==> src/rtl/delay_line_ctrl_pkg.sv <==
// ---------------------------------------------------------------------------
// delay_line_ctrl_pkg
// Shared types and defaults for the programmable delay line controller.
//   state_t       : controller FSM states (RUN, DRAIN, SWITCH)
//   MAX_DELAY_DEF : default maximum programmable delay, in cycles
//   DLY_W_DEF     : default width of a delay setting
//   DLY_RESET     : delay in force after reset
// ---------------------------------------------------------------------------
package delay_line_ctrl_pkg;

  typedef enum logic [1:0] {
    RUN    = 2'd0,
    DRAIN  = 2'd1,
    SWITCH = 2'd2
  } state_t;

  localparam int MAX_DELAY_DEF = 3;
  localparam int DLY_W_DEF     = 2;
  localparam int DLY_RESET     = 1;

endpackage

==> src/rtl/delay_line_ctrl_vstage.sv <==
// ---------------------------------------------------------------------------
// delay_vstage
// One {valid, data} register stage of the delay line.
//   clk       : clock, rising edge
//   reset     : asynchronous active-low clear of valid and data
//   clr       : synchronous clear of the valid bit (data is left alone)
//   in_valid  : incoming valid; data is loaded only while this is high
//   in_data   : incoming data word
//   out_valid : registered valid
//   out_data  : registered data (held while no valid beat arrives)
// ---------------------------------------------------------------------------
module delay_vstage #(
  parameter int DATA_WIDTH = 8
) (
  input  logic                  clk,
  input  logic                  reset,
  input  logic                  clr,
  input  logic                  in_valid,
  input  logic [DATA_WIDTH-1:0] in_data,
  output logic                  out_valid,
  output logic [DATA_WIDTH-1:0] out_data
);

  logic                  valid_reg;
  logic [DATA_WIDTH-1:0] data_reg;

  always_ff @(posedge clk or negedge reset) begin
    if (!reset) begin
      valid_reg <= 1'b0;
      data_reg  <= '0;
    end else begin
      valid_reg <= in_valid & ~clr;
      // Holding data on bubbles keeps the data path quiet; only valid moves.
      if (in_valid) begin
        data_reg <= in_data;
      end
    end
  end

  assign out_valid = valid_reg;
  assign out_data  = data_reg;

endmodule

==> src/rtl/delay_line_ctrl.sv <==
// ---------------------------------------------------------------------------
// delay_line_ctrl
// Runtime-programmable fixed-latency delay line. A valid-qualified stream is
// carried through MAX_DELAY register stages and tapped at stage
// (cur_delay-1). A delay change is applied only after the taps in use have
// drained, so no beat is lost, duplicated or reordered.
//
// Ports:
//   clk, reset           : clock / asynchronous active-low reset
//   in_valid, in_data    : input beat; accepted when in_ready is high
//   in_ready             : high in RUN (and never while reset is asserted)
//   out_valid, out_data  : output beat strobe, no backpressure
//   cfg_req, cfg_delay   : delay change request (held until ack or err)
//   cfg_ack, cfg_err     : one-cycle result pulses
//   cur_delay            : delay currently in force
//   busy                 : high while draining or switching
//
// Optional build macro DELAY_LINE_CTRL_STAT_EN adds:
//   beat_cnt   [15:0]    : saturating count of out_valid beats
//   reconf_cnt [7:0]     : wrapping count of cfg_ack pulses
// ---------------------------------------------------------------------------
module delay_line_ctrl
  import delay_line_ctrl_pkg::*;
#(
  parameter int DATA_WIDTH = 8,
  parameter int MAX_DELAY  = MAX_DELAY_DEF,
  parameter int DLY_W      = DLY_W_DEF
) (
  input  logic                  clk,
  input  logic                  reset,
  input  logic                  in_valid,
  input  logic [DATA_WIDTH-1:0] in_data,
  output logic                  in_ready,
  output logic                  out_valid,
  output logic [DATA_WIDTH-1:0] out_data,
  input  logic                  cfg_req,
  input  logic [DLY_W-1:0]      cfg_delay,
  output logic                  cfg_ack,
  output logic                  cfg_err,
  output logic [DLY_W-1:0]      cur_delay,
  output logic                  busy
`ifdef DELAY_LINE_CTRL_STAT_EN
  ,
  output logic [15:0]           beat_cnt,
  output logic [7:0]            reconf_cnt
`endif
);

  state_t               state_reg;
  logic [DLY_W-1:0]     cur_delay_reg;
  logic [DLY_W-1:0]     pend_delay_reg;
  logic                 cfg_ack_reg;
  logic                 cfg_err_reg;

  logic [MAX_DELAY-1:0] stage_valid;
  logic [DATA_WIDTH-1:0] stage_data [MAX_DELAY];
  logic [MAX_DELAY-1:0] stage_in_valid;
  logic [DATA_WIDTH-1:0] stage_in_data [MAX_DELAY];

  logic                 accept;
  logic                 stage_clr;
  logic                 window_busy;
  logic                 cfg_take;
  logic                 cfg_bad;

  // Gating with reset keeps in_ready low for the whole reset assertion even
  // though the state register already reads RUN.
  assign in_ready  = reset & (state_reg == RUN);
  assign busy      = (state_reg != RUN);
  assign accept    = in_valid & in_ready;
  assign stage_clr = (state_reg == SWITCH);
  assign cfg_ack   = cfg_ack_reg;
  assign cfg_err   = cfg_err_reg;
  assign cur_delay = cur_delay_reg;

  // A requester still holds cfg_req during the result pulse; ignoring it for
  // that cycle keeps results from repeating back to back.
  assign cfg_take = cfg_req & ~cfg_ack_reg & ~cfg_err_reg;
  assign cfg_bad  = (cfg_delay == '0) || (int'(cfg_delay) > MAX_DELAY);

  // ---------------------------------------------------------------- stages
  generate
    for (genvar gi = 0; gi < MAX_DELAY; gi++) begin : g_stage
      if (gi == 0) begin : g_head
        assign stage_in_valid[gi] = accept;
        assign stage_in_data[gi]  = in_data;
      end else begin : g_body
        assign stage_in_valid[gi] = stage_valid[gi-1];
        assign stage_in_data[gi]  = stage_data[gi-1];
      end

      delay_vstage #(
        .DATA_WIDTH(DATA_WIDTH)
      ) u_stage (
        .clk      (clk),
        .reset    (reset),
        .clr      (stage_clr),
        .in_valid (stage_in_valid[gi]),
        .in_data  (stage_in_data[gi]),
        .out_valid(stage_valid[gi]),
        .out_data (stage_data[gi])
      );
    end
  endgenerate

  // Only stages 0..cur_delay-1 can still produce an output; deeper stages
  // hold beats that already exited and are wiped in SWITCH.
  always_comb begin
    window_busy = 1'b0;
    for (int k = 0; k < MAX_DELAY; k++) begin
      if ((k < int'(cur_delay_reg)) && stage_valid[k]) begin
        window_busy = 1'b1;
      end
    end
  end

  // Output tap at stage cur_delay-1.
  always_comb begin
    out_valid = 1'b0;
    out_data  = '0;
    for (int k = 0; k < MAX_DELAY; k++) begin
      if (cur_delay_reg == DLY_W'(k + 1)) begin
        out_valid = stage_valid[k];
        out_data  = stage_data[k];
      end
    end
  end

  // ------------------------------------------------------------------- FSM
  always_ff @(posedge clk or negedge reset) begin
    if (!reset) begin
      state_reg      <= RUN;
      cur_delay_reg  <= DLY_W'(DLY_RESET);
      pend_delay_reg <= DLY_W'(DLY_RESET);
      cfg_ack_reg    <= 1'b0;
      cfg_err_reg    <= 1'b0;
    end else begin
      cfg_ack_reg <= 1'b0;
      cfg_err_reg <= 1'b0;
      case (state_reg)
        RUN: begin
          if (cfg_take) begin
            if (cfg_bad) begin
              cfg_err_reg <= 1'b1;
            end else if (cfg_delay == cur_delay_reg) begin
              cfg_ack_reg <= 1'b1;
            end else begin
              pend_delay_reg <= cfg_delay;
              state_reg      <= DRAIN;
            end
          end
        end
        DRAIN: begin
          if (!window_busy) begin
            state_reg <= SWITCH;
          end
        end
        SWITCH: begin
          cur_delay_reg <= pend_delay_reg;
          cfg_ack_reg   <= 1'b1;
          state_reg     <= RUN;
        end
        default: begin
          state_reg <= RUN;
        end
      endcase
    end
  end

`ifdef DELAY_LINE_CTRL_STAT_EN
  logic [15:0] beat_cnt_reg;
  logic [7:0]  reconf_cnt_reg;

  always_ff @(posedge clk or negedge reset) begin
    if (!reset) begin
      beat_cnt_reg   <= '0;
      reconf_cnt_reg <= '0;
    end else begin
      if (out_valid && (beat_cnt_reg != 16'hFFFF)) begin
        beat_cnt_reg <= beat_cnt_reg + 16'd1;
      end
      if (cfg_ack_reg) begin
        reconf_cnt_reg <= reconf_cnt_reg + 8'd1;
      end
    end
  end

  assign beat_cnt   = beat_cnt_reg;
  assign reconf_cnt = reconf_cnt_reg;
`endif

endmodule

==> config.mk <==
export PLATFORM = sky130hd
export DESIGN_NAME = delay_line_ctrl
export DESIGN_NICKNAME = d
export VERILOG_FILES = /design/src/rtl/delay_line_ctrl_pkg.sv /design/src/rtl/delay_line_ctrl_vstage.sv /design/src/rtl/delay_line_ctrl.sv
export SDC_FILE = /design/constraint.sdc
export NUM_CORES = 1
export LEC_CHECK = 0
export ABC_AREA = 1
export CELL_PAD_IN_SITES_DETAIL_PLACEMENT = 1
export CELL_PAD_IN_SITES_GLOBAL_PLACEMENT = 1
export CORE_MARGIN = 2
export CORE_UTILIZATION = 41
export DETAILED_ROUTE_END_ITERATION = 7
export HOLD_SLACK_MARGIN = 0.12
export PLACE_DENSITY = 0.93
export SYNTH_ARGS = -nofsm -noshare
export SYNTH_HDL_FRONTEND = slang
export SYNTH_SLANG_ARGS = --single-unit
==> constraint.sdc <==
create_clock -name clk -period 2.4 [get_ports clk]
set_clock_uncertainty 0.1 [all_clocks]
set_input_delay 0.72 -clock clk [delete_from_list [all_inputs] [get_ports clk]]
set_output_delay 0.72 -clock clk [all_outputs]
set_load 0.05 [all_outputs]
==> metrics.txt, run 1 <==
power per cell area 1430 nW/um^2; crit start category input pin; Synth Flop Type dfrtp_1; final core occ 59.7%; Hold Violations, Final 0; Die ar. 4440 um^2; fraction of layout cells with a size suffix above 1 22.7%; Ys Warns 0; antenna violations before repair 0; Slowest-stage cell, CP clkdlybuf4s50_1; clock buffer depth 2; setup ws final 0.0461 ns; DP HPWL 2.92 mm; post-synthesis register bit count 35; max incr delay on CP 0.48 ns; DR DRC count 0; total gr overflow 0; port buffer count 28; Yosys top cell area share 51.3%; Hold-fix buffers, CTS 0; Via density 5.27; Multi-input gate area 627 um^2; largest net degree at the start of global routing 36; nets 233; detailed-route via count 1412; WP data required 1.58 ns; P&R area growth vs syn 37.8%; dpl ws 0.0227 ns; Crit Path Class in2out; Largest register FFs 24; Fill cells 434; top cell type by total area after synthesis dfrtp_1; WP data arrival 1.53 ns; first-pass GRT wire length 7.58 mm; I/O pin count 29; Net Count, Synth 194; Avg Inst Size Synth 8.94 um^2; run status completed; slew margin rel. 67.3%; top-count cell post-synth nand2_1; placed inst area 2060 um^2; synthesized instance count 180; Inserted Clock Buffers 5; post-route cell area 2220 um^2; post-route ant nets 0; Max Fclk 425 MHz; std cell rows 22; post-synthesis cell type count 21; CTS tree built; vias in the first global route 1484; final slew viol count 0; Post-Route WL 4.68 mm; dpl cells 256; Inserted Diodes 0; 1st-iter DRT viols 105; hold slack final 0.370 ns; Root Buffer Master clkbuf_8; CP Capture Type output pin; Tcrit/Tclk final 98.1%; gpl congestion 0.812; storage element area 880 um^2; gr usage total 23.3%; latest clock arrival within the worst-skew pair 0.28 ns; Die H 66.6 um; critical path cell sequence clkdlybuf4s50_1, inv_1, nor2_4, buf_12; ranking of synthesized cells by area dfrtp_1, nand2_1, o221ai_2; CP max FO 2; clock sinks 35; synth cell count leaders nand2_1, dfrtp_1, inv_1, o21ai_0, o221ai_2; Chip Width 66.6 um; WL per Instance 17.5 um; Max Cap Viol 0; RSZ-0062 raised after global routing false; Period minus WS final 2.35 ns; Synth async-reset ratio 100%; H-Tree Depth 2; Post-synth EDFFs 0; part of the Yosys area used for sequential elements 54.6%; core area 3720 um^2; # setup viols final 0; post-route insts no fill 268; Tightest Pin Transition 0.489 ns; Synth Cell Area 1610 um^2; 1st-pass router iterations 4; CTS clock-pin slew for the worst setup and hold paths 0.06 ns; Leak 1.03 nW; Initial Utilization 43.3%; worst hold path type reg2reg; peak supply drop 0.688 mV
==> cell usage in the layout (no fill, tap or decap), types with 2 or more instances in the layout <==
| cell | netlist | routed |
|---|---|---|
| o221ai_2 | 9 | 7 |
| o21ai_0 | 19 | 19 |
| inv_1 | 26 | 25 |
| dfstp_2 | 2 | 2 |
| nand3_1 | 5 | 5 |
| buf_4 | 0 | 10 |
| o221ai_4 | 0 | 2 |
| nand2_1 | 62 | 60 |
| nor2_2 | 2 | 2 |
| xnor2_1 | 2 | 2 |
| inv_2 | 2 | 2 |
| buf_12 | 0 | 10 |
| nor2_1 | 7 | 7 |
| dfrtp_1 | 33 | 32 |
| clkbuf_8 | 0 | 7 |
| clkdlybuf4s50_1 | 0 | 15 |
| nand2_4 | 1 | 2 |
==> final timing paths <==
path | start | end | slack (ns) | cells past startpoint
min in group asynchronous | reset | state_reg[0]$_DFFE_PN0P_ | 0.79 | 2
min reg2reg | pend_delay_reg[0]$_DFFE_PN1P_ | pend_delay_reg[0]$_DFFE_PN1P_ | 0.37 | 2
max in group asynchronous | reset | cur_delay[0]$_DFFE_PN1P_ | 1.06 | 2
min | pend_delay_reg[0]$_DFFE_PN1P_ | pend_delay_reg[0]$_DFFE_PN1P_ | 0.37 | 2
max reg2reg | state_reg[1]$_DFFE_PN0P_ | pend_delay_reg[1]$_DFFE_PN0P_ | 0.89 | 6
max | reset | in_ready | 0.05 | 4
==> power breakdown <==
part	switching, mW	internal (mW)
Sequential	0.197	0.862
Combinational	1.05	0.607
Clock	0.196	0.262
Total	1.44	1.73
==> per-layer routing <==
layer / global-route usage [%] / up-vias / routed length [um]
li1: - / 648 / -
met1: 28.5 / 699 / 1880
met2: 39.0 / 52 / 2420
met3: 6.25 / 13 / 247
met4: 8.93 / 0 / 139
met5: 0 / - / 0
==> per-stage QoR <==
step,power [mW],TNS [ns]
after floorplan,1.94,-0.606
after global placement,2.48,0
after detailed placement,2.59,0
after CTS,3.12,0
after global routing,3.35,0
final,3.17,0
==> logic make-up (layout without fill, tap and decap cells) <==
| group | after synthesis | in the layout | share of synthesized area, % |
|---|---|---|---|
| and+or+nand+nor | 81 | 81 | 20.9 |
| AOI/OAI and AO/OA | 29 | 29 | 14.8 |
| buffers and inverters | 33 | 73 | 8.63 |
| DFF | 35 | 35 | 54.6 |
| xor gates and xnor gates | 2 | 2 | 1.09 |
==> what timing repair did <==
action,in CTS,in global routing
buffers inserted,2,2
endpoints found under the setup margin,10,6
resized for setup,9,1
pin swaps,0,1
==> area by class of cell <==
class,instances,area share (%)
Clock buffer,8,4.51
Inverter,29,5.25
Timing Repair Buffer,36,19.6
Multi-Input combinational cell,112,28.3
Sequential cell,35,39.7
Tap cell,48,2.71
==> worst max-delay path: cells and delay by family <==
family | cells | cell delay [ns]
buffers and inverters | 3 | 0.70
AND/OR/NAND/NOR | 1 | 0.12
Power figures use the tool's default switching activity.
==> inputs of run 2 (changes only) <==
--- a/config.mk
+++ b/config.mk
@@ -10,6 +10,7 @@
 export CELL_PAD_IN_SITES_GLOBAL_PLACEMENT = 1
 export CORE_MARGIN = 2
 export CORE_UTILIZATION = 41
+export CTS_CLUSTER_DIAMETER = 150
 export DETAILED_ROUTE_END_ITERATION = 7
 export HOLD_SLACK_MARGIN = 0.12
 export PLACE_DENSITY = 0.93
==> results of run 2 <==
Same layout as run 1: the final DEF is identical, and so are final timing and power.
==> inputs of run 3 (changes only) <==
--- a/config.mk
+++ b/config.mk
@@ -10,7 +10,6 @@
 export CELL_PAD_IN_SITES_GLOBAL_PLACEMENT = 1
 export CORE_MARGIN = 2
 export CORE_UTILIZATION = 41
-export CTS_CLUSTER_DIAMETER = 150
 export DETAILED_ROUTE_END_ITERATION = 7
 export HOLD_SLACK_MARGIN = 0.12
 export PLACE_DENSITY = 0.93
==> results of run 3 <==
Same layout as run 1: the final DEF is identical, and so are final timing and power.
